`src/rtl/multi_channel_tick_generator_if.sv`:
```
// Configuration write bus for multi_channel_tick_generator.
// The master drives register writes; the tick generator is the slave.
interface multi_channel_tick_generator_if #(
  parameter int WIDTH    = 26,
  parameter int CHANNELS = 4,
  parameter int CW       = (CHANNELS > 1) ? $clog2(CHANNELS) : 1
);
  logic             cfg_we;
  logic [CW-1:0]    cfg_chan;
  logic [1:0]       cfg_sel;
  logic [WIDTH-1:0] cfg_data;

  modport master (output cfg_we, cfg_chan, cfg_sel, cfg_data);
  modport slave  (input  cfg_we, cfg_chan, cfg_sel, cfg_data);
endinterface

```
`src/rtl/multi_channel_tick_generator.sv`:
```
// Random tick source: seed counter -> Fibonacci LFSR -> CHANNELS range comparators.
// Define RANDOM_TICK_COOLDOWN_EN to add per-channel cooldown (cool/cnt) registers.

module multi_channel_tick_generator_chan #(
  parameter int WIDTH = 26
) (
  input  logic             clock,
  input  logic             reset,
  input  logic             eval,
  input  logic             en,
  input  logic             we_lo,
  input  logic             we_hi,
`ifdef RANDOM_TICK_COOLDOWN_EN
  input  logic             we_cool,
`endif
  input  logic [WIDTH-1:0] data,
  input  logic [WIDTH-1:0] state,
  output logic             tick
);
  logic [WIDTH-1:0] lower_q, lower_d, upper_q, upper_d;
  logic             tick_q, tick_d, hit;
`ifdef RANDOM_TICK_COOLDOWN_EN
  logic [7:0]       cool_q, cool_d, cnt_q, cnt_d;
`endif

  always_comb begin
    lower_d = lower_q;
    upper_d = upper_q;
    if (we_lo) lower_d = data;
    if (we_hi) upper_d = data;
    // Comparison uses the pre-write bounds, so a write on an eval edge does not affect it.
    hit    = en & (lower_q <= state) & (state <= upper_q);
`ifdef RANDOM_TICK_COOLDOWN_EN
    hit    = hit & (cnt_q == 8'd0);
    cool_d = cool_q;
    if (we_cool) cool_d = data[7:0];
    cnt_d  = cnt_q;
    if (eval) begin
      if (hit)                 cnt_d = cool_q;
      else if (cnt_q != 8'd0)  cnt_d = cnt_q - 8'd1;
    end
`endif
    tick_d = eval & hit;
  end

  always_ff @(posedge clock or posedge reset) begin
    if (reset) begin
      lower_q <= '0;
      upper_q <= '0;
      tick_q  <= 1'b0;
`ifdef RANDOM_TICK_COOLDOWN_EN
      cool_q  <= 8'd0;
      cnt_q   <= 8'd0;
`endif
    end else begin
      lower_q <= lower_d;
      upper_q <= upper_d;
      tick_q  <= tick_d;
`ifdef RANDOM_TICK_COOLDOWN_EN
      cool_q  <= cool_d;
      cnt_q   <= cnt_d;
`endif
    end
  end

  assign tick = tick_q;
endmodule

module multi_channel_tick_generator #(
  parameter int               WIDTH    = 26,
  parameter logic [WIDTH-1:0] TAP_MASK = 26'h2000023,
  parameter int               CHANNELS = 4,
  parameter int               CW       = (CHANNELS > 1) ? $clog2(CHANNELS) : 1
) (
  input  logic                          clock,
  input  logic                          reset,
  input  logic                          reseed,
  input  logic                          game_tick,
  input  logic [CHANNELS-1:0]           enable,
  multi_channel_tick_generator_if.slave cfg,
  output logic [CHANNELS-1:0]           random_tick,
  output logic [WIDTH-1:0]              random_value
);
  logic [WIDTH-1:0] seed_q, seed_d, state_q, state_d;
  logic             eval_q, eval_d;

  always_comb begin
    seed_d  = seed_q + WIDTH'(1);
    state_d = state_q;
    // Reseed wins over a step; a zero seed would lock the LFSR, so it becomes 1.
    if (reseed)
      state_d = (seed_q == '0) ? WIDTH'(1) : seed_q;
    else if (game_tick)
      state_d = {state_q[WIDTH-2:0], ^(state_q & TAP_MASK)};
    eval_d  = game_tick & ~reseed;
  end

  always_ff @(posedge clock or posedge reset) begin
    if (reset) begin
      seed_q  <= '0;
      state_q <= WIDTH'(1);
      eval_q  <= 1'b0;
    end else begin
      seed_q  <= seed_d;
      state_q <= state_d;
      eval_q  <= eval_d;
    end
  end

  assign random_value = state_q;

  // Channel indices past CHANNELS-1 and cfg_sel==3 match no write enable.
  for (genvar i = 0; i < CHANNELS; i++) begin : g_chan
    logic sel;
    assign sel = cfg.cfg_we & (cfg.cfg_chan == CW'(i));

    multi_channel_tick_generator_chan #(.WIDTH(WIDTH)) u_chan (
      .clock   (clock),
      .reset   (reset),
      .eval    (eval_q),
      .en      (enable[i]),
      .we_lo   (sel & (cfg.cfg_sel == 2'd0)),
      .we_hi   (sel & (cfg.cfg_sel == 2'd1)),
`ifdef RANDOM_TICK_COOLDOWN_EN
      .we_cool (sel & (cfg.cfg_sel == 2'd2)),
`endif
      .data    (cfg.cfg_data),
      .state   (state_q),
      .tick    (random_tick[i])
    );
  end
endmodule

```
`src/flat_wrapper.sv`:
```
// flat-port wrapper written by rule: the top's interface ports become plain ports
module multi_channel_tick_generator_flat 
#(
  parameter int               WIDTH    = 26,
  parameter logic [WIDTH-1:0] TAP_MASK = 26'h2000023,
  parameter int               CHANNELS = 4,
  parameter int               CW       = (CHANNELS > 1) ? $clog2(CHANNELS) : 1
)
  (clock, reset, reseed, game_tick, enable, random_tick, random_value, cfg_cfg_we, cfg_cfg_chan, cfg_cfg_sel, cfg_cfg_data);
  multi_channel_tick_generator_if #(.WIDTH(WIDTH), .CHANNELS(CHANNELS), .CW(CW)) cfg_i ();
  input  logic clock;
  input  logic reset;
  input  logic reseed;
  input  logic game_tick;
  input  logic [CHANNELS-1:0] enable;
  output logic [CHANNELS-1:0] random_tick;
  output logic [WIDTH-1:0] random_value;
  input wire logic [$bits(cfg_i.cfg_we)-1:0] cfg_cfg_we;
  input wire logic [$bits(cfg_i.cfg_chan)-1:0] cfg_cfg_chan;
  input wire logic [$bits(cfg_i.cfg_sel)-1:0] cfg_cfg_sel;
  input wire logic [$bits(cfg_i.cfg_data)-1:0] cfg_cfg_data;
  assign cfg_i.cfg_we = cfg_cfg_we;
  assign cfg_i.cfg_chan = cfg_cfg_chan;
  assign cfg_i.cfg_sel = cfg_cfg_sel;
  assign cfg_i.cfg_data = cfg_cfg_data;
  multi_channel_tick_generator #(.WIDTH(WIDTH), .TAP_MASK(TAP_MASK), .CHANNELS(CHANNELS), .CW(CW)) u_core (.clock(clock), .reset(reset), .reseed(reseed), .game_tick(game_tick), .enable(enable), .cfg(cfg_i), .random_tick(random_tick), .random_value(random_value));
endmodule
```
`config.mk`:
```
export PLATFORM = sky130hd
export DESIGN_NAME = multi_channel_tick_generator_flat
export DESIGN_NICKNAME = d
export VERILOG_FILES = /design/src/rtl/multi_channel_tick_generator_if.sv /design/src/rtl/multi_channel_tick_generator.sv /design/src/flat_wrapper.sv
export SDC_FILE = /design/constraint.sdc
export NUM_CORES = 1
export LEC_CHECK = 0
export ABC_AREA = 1
export ABC_CLOCK_PERIOD_IN_PS = 1900
export CAP_MARGIN = 5
export CELL_PAD_IN_SITES_DETAIL_PLACEMENT = 1
export CELL_PAD_IN_SITES_GLOBAL_PLACEMENT = 1
export CORE_ASPECT_RATIO = 0.8
export CORE_UTILIZATION = 45
export DETAILED_ROUTE_END_ITERATION = 16
export PLACE_DENSITY = 0.73
export SLEW_MARGIN = 20
export SYNTH_ARGS = -nofsm -noshare
export SYNTH_HDL_FRONTEND = slang
export SYNTH_HIERARCHICAL = 1
export SYNTH_SLANG_ARGS = --single-unit
```
`constraint.sdc`:
```
create_clock -name clock -period 1.9 [get_ports clock]
set_input_delay 0.38 -clock clock [delete_from_list [all_inputs] [get_ports clock]]
set_output_delay 0.38 -clock clock [all_outputs]
set_load 0.02 [all_outputs]
```
==> insert_results.sql, run 1 <==
INSERT INTO impl_metrics (metric_group, metric, value, unit) VALUES
('status', 'outcome', 'complete, but fails checks', ''),
('status', 'failing_checks', 'negative setup slack', ''),
('sta', 'report.final.hold_viol_count', '0', ''),
('hold_path', 'type_of_the_worst_min_delay_path', 'in -> async', ''),
('clocking', 'clkTransAtPathRegs', '0.07', 'ns'),
('synth', 'synth_edf_count', '0', ''),
('floorplan', 'die_area', '37200', 'sq um'),
('clocking', 'cts_buffers', '30', ''),
('finish', 'final-instance-count-excl-fill', '2621', ''),
('sta', 'post-route-min-period', '1.95', 'ns'),
('setup_path', 'worst_setup_path_end_kind', 'flip-flop', ''),
('sta', 'final-max-slew-violation-count', '0', ''),
('floorplan', 'placeable_area', '35900', 'sq um'),
('clocking', 'clock_latency_on_the_worst_skew_pair', '0.59', 'ns'),
('drt', 'drc', '0', ''),
('grt', 'global_route_wire_length_before_repair', '85200', 'um'),
('finish', 'layout-drive-gt1-share', '23.1', '%'),
('finish', 'n_antenna_cell', '0', ''),
('pwr', 'power_leakage', '10.1', 'nW'),
('floorplan', 'ios', '69', ''),
('synth', 'synth.yosys.warnings', '6', ''),
('finish', 'areaGrowthSynthToFinish', '25.6', '%'),
('finish', 'final_instance_area', '20600', 'sq um'),
('placed_design', 'dp_cells', '2546', ''),
('pwr', 'p_per_area', '913', 'nW/um^2'),
('job', 'number_of_maximum_capacitance_constraint_violations', '0', ''),
('synth', 'synth_area_per_cell', '8.65', 'sq um'),
('grt', 'globalRouteTotalUtil', '29.8', '%'),
('drt', 'via_per_inst', '5.26', ''),
('sta', 'final-setup-viol-count', '3', ''),
('sta', 'finalClockSkew', '0.0207', 'ns'),
('floorplan', 'placementRows', '62', ''),
('sta', 'max_clock_freq', '0.513', 'GHz'),
('grt', 'grt_pass1_vias', '15074', ''),
('synth', 'netlist-cell-type-count', '37', ''),
('clocking', 'cts-htree-levels', '1', ''),
('setup_path', 'cp_max_fo', '4', ''),
('setup_path', 'crit_type', 'reg -> reg', ''),
('drt', 'drtAntennaViolNets', '0', ''),
('sta', 'slew-limit-headroom', '57.6', '%'),
('finish', 'final.fill_count', '4144', ''),
('clocking', 'clock_tree_root', 'sky130_fd_sc_hd__clkbuf_16', ''),
('drt', 'drt-pass1-iter-count', '4', ''),
('clocking', 'cts.sink_count', '265', ''),
('placed_design', 'hpwlAfterDp', '39100', 'um'),
('grt', 'overflow', '0', ''),
('finish', 'ff_latch_area', '6650', 'sq um'),
('synth', 'postSynthRegisterBits', '265', ''),
('synth', 'area_share_of_the_largest_cell_type_after_synthesis', '40.3', '%'),
('sta', 'tightest_slew', '0.634', 'ns'),
('grt', 'pin_count_of_the_biggest_net_entering_global_routing', '54', ''),
('drt', 'wirelength_routed', '54400', 'um'),
('setup_path', 'start_kind', 'flip-flop', ''),
('sta', 'grt_setup_unrepaired', 'true', ''),
('synth', 'asyncSetResetFlopFracSynth', '100', '%'),
('synth', 'synth.largest_area_cell', 'sky130_fd_sc_hd__dfrtp_1', ''),
('sta', 'period_share', '103', '%'),
('synth', 'syn_inst_count', '1897', ''),
('synth', 'synth_ff_type', 'sky130_fd_sc_hd__dfrtp_1', ''),
('floorplan', 'dieHeight', '173', 'um'),
('finish', 'layout.core_utilization', '57.4', '%'),
('finish', 'nNetsFinal', '2366', ''),
('sta', 'setup_slack', '-0.0481', 'ns'),
('synth', 'syn-cell-area', '16400', 'sq um'),
('finish', 'multi_input_comb_area', '8700', 'sq um'),
('placed_design', 'placed_cell_area', '19000', 'sq um'),
('clocking', 'clockBufferDepth', '3', ''),
('clocking', 'clock_tree_from_tritoncts', 'done', ''),
('synth', 'synthesis.nets', '2146', ''),
('synth', 'synth_sequential_area_ratio', '40.4', '%'),
('setup_path', 'timing.critical_path.arrival', '2.43', 'ns'),
('placed_design', 'port_buffers', '68', ''),
('floorplan', 'start_util', '45.7', '%'),
('synth', 'netlist_top_cells_area', 'sky130_fd_sc_hd__dfrtp_1 (40%), sky130_fd_sc_hd__ha_1 (16%), sky130_fd_sc_hd__nand2_1 (10%), sky130_fd_sc_hd__inv_1 (7.7%), sky130_fd_sc_hd__mux2_2 (7.1%)', ''),
('drt', 'num_vias', '13783', ''),
('grt', 'number_of_antenna_violations_at_the_first_check_in_global_routing', '0', ''),
('drt', 'wl_per_cell', '20.8', 'um'),
('placed_design', 'gp_congestion', '0.840', ''),
('pwr', 'irDropWorstVdd', '0.000651', 'V'),
('setup_path', 'cp_data_required_time', '2.39', 'ns'),
('drt', 'number_of_violations_reported_at_the_end_of_detailed_routing_iteration_0', '655', ''),
('floorplan', 'die_width', '215', 'um');
==> stage by stage <==
step | TNS, ns | hold slack (ns) | power, mW | setup WS, ns
final | -0.0958 | 0.352 | 18.8 | -0.0481
after global routing | -0.477 | 0.358 | 19.9 | -0.168
after CTS | -0.147 | 0.346 | 18.8 | -0.0597
after detailed placement | -23.74 | 0.473 | 12.3 | -0.237
after global placement | -15.46 | 0.453 | 11.8 | -0.184
after floorplan | 0 | 0.441 | 10.4 | 0.132
==> report_power, final <==
group	internal [mW]	leakage (nW)	switching, mW
registers	6.71	3.26	0.517
logic	2.35	6.37	3.16
clock network	3.58	0.505	2.51
total	12.6	10.1	6.18
==> state kept, by name (all words and copies together), names as in the netlist <==
register	count
u_core/eval_q	1
u_core/g_chan.u_chan/lower_q	104
u_core/g_chan.u_chan/tick	4
u_core/g_chan.u_chan/upper_q	104
u_core/random_value	26
u_core/seed_q	26
==> path summary, 6_finish.rpt <==
path / startpoint / end / slack, ns / cells past startpoint
min reg2reg: u_core/seed_q[25]$_DFF_PP0_ / u_core/seed_q[25]$_DFF_PP0_ / 0.48 / 2
max: u_core/random_value[21]$_DFFE_PP0P_ / u_core/g_chan[2].u_chan/tick$_DFF_PP0_ / -0.05 / 13
max in group asynchronous: reset / u_core/g_chan[2].u_chan/upper_q[22]$_DFFE_PP0P_ / 1.01 / 3
min in group clock: enable[2] / u_core/g_chan[2].u_chan/tick$_DFF_PP0_ / 0.43 / 5
max reg2reg: u_core/random_value[21]$_DFFE_PP0P_ / u_core/g_chan[2].u_chan/tick$_DFF_PP0_ / -0.05 / 13
min: reset / u_core/g_chan[0].u_chan/lower_q[5]$_DFFE_PP0P_ / 0.35 / 2
==> cells in the final DEF, fill, tap and decap left out, drive strengths merged, types with 14 or more instances in the layout <==
cell           synthesis  final
a21oi                 62     62
buf                   16    165
clkbuf                22     52
clkdlybuf4s50          0     38
dfrtp                264    264
dlygate4sd2            0     14
ha                   210    210
inv                  354    354
mux2                 104    104
nand2                468    468
nand3                 53     53
nand4                 15     15
nor2                 128    128
nor3                  14     14
o21ai                112    112
o221ai                21     21
xor2                  19     19
==> worst max-delay path, cell delays in order, from the launching register on <==
cell and delay (ns):
sky130_fd_sc_hd__dfrtp_1 0.40, sky130_fd_sc_hd__buf_12 0.14, sky130_fd_sc_hd__buf_6 0.14, sky130_fd_sc_hd__ha_4 0.26
sky130_fd_sc_hd__nand2_1 0.06, sky130_fd_sc_hd__inv_2 0.06, sky130_fd_sc_hd__nand2_1 0.07, sky130_fd_sc_hd__a21oi_1 0.16
sky130_fd_sc_hd__nor2_1 0.07, sky130_fd_sc_hd__buf_4 0.15, sky130_fd_sc_hd__nand2_1 0.11, sky130_fd_sc_hd__nor2_1 0.06
sky130_fd_sc_hd__nor2_1 0.10, sky130_fd_sc_hd__nor2_1 0.05
==> kinds of logic after synthesis <==
logic type                 Yosys count  synth area share (%)
and+or+nand+nor                    688                  18.6
AOI/OAI and AO/OA                  217                  7.51
DFF                                265                  40.4
adders and majority gates          210                  16.0
xor gates and xnor gates            21                  1.12
buffers and inverters              392                  9.20
muxes                              104                  7.14
==> per-layer routing <==
metal / global-route usage (%) / routed length, um / vias to the layer above
li1: - / - / 6498
met1: 39.4 / 24400 / 6906
met5: 0 / 0 / -
met2: 49.3 / 25600 / 273
met4: 11.4 / 2140 / 0
met3: 4.19 / 2260 / 106
==> synth_stat cells, types with 4 or more instances <==
| library cell | number |
|---|---|
| sky130_fd_sc_hd__dfrtp_1 | 264 |
| sky130_fd_sc_hd__clkbuf_1 | 22 |
| sky130_fd_sc_hd__nand3_1 | 46 |
| sky130_fd_sc_hd__buf_2 | 9 |
| sky130_fd_sc_hd__a21oi_1 | 62 |
| sky130_fd_sc_hd__inv_2 | 16 |
| sky130_fd_sc_hd__buf_4 | 7 |
| sky130_fd_sc_hd__nand2_1 | 448 |
| sky130_fd_sc_hd__inv_1 | 338 |
| sky130_fd_sc_hd__o21ai_0 | 112 |
| sky130_fd_sc_hd__nor3_2 | 9 |
| sky130_fd_sc_hd__nand3_2 | 4 |
| sky130_fd_sc_hd__ha_1 | 210 |
| sky130_fd_sc_hd__o21bai_1 | 5 |
| sky130_fd_sc_hd__a21o_1 | 10 |
| sky130_fd_sc_hd__nor3_1 | 4 |
| sky130_fd_sc_hd__xor2_1 | 19 |
| sky130_fd_sc_hd__nor2_4 | 10 |
| sky130_fd_sc_hd__o221ai_1 | 21 |
| sky130_fd_sc_hd__mux2_2 | 104 |
| sky130_fd_sc_hd__nand2_2 | 19 |
| sky130_fd_sc_hd__nor2_1 | 99 |
| sky130_fd_sc_hd__nand4_1 | 15 |
| sky130_fd_sc_hd__nor2_2 | 19 |
==> layout make-up <==
type                            count  area share, %
Multi-Input combinational cell   1240           42.2
Sequential cell                   265           32.3
Timing Repair Buffer              226           11.2
Inverter                          354           6.47
Clock buffer                       52           4.73
Tap cell                          480           2.91
Clock inverter                      4          0.219
==> repair_timing <==
item | in CTS | in global routing
pin swaps | 31 | 20
setup buffers | 20 | 1
setup endpoints to repair | 34 | 8
hold buffers | 0 | 0
gates resized for setup | 136 | 28
No activity file was read; power rests on OpenSTA's default activity.
==> run 2, diff against run 1 <==
CTS_CLUSTER_DIAMETER = 150   (was not set)
==> results of run 2 <==
Final layout, timing and power as in run 1 (identical DEF).
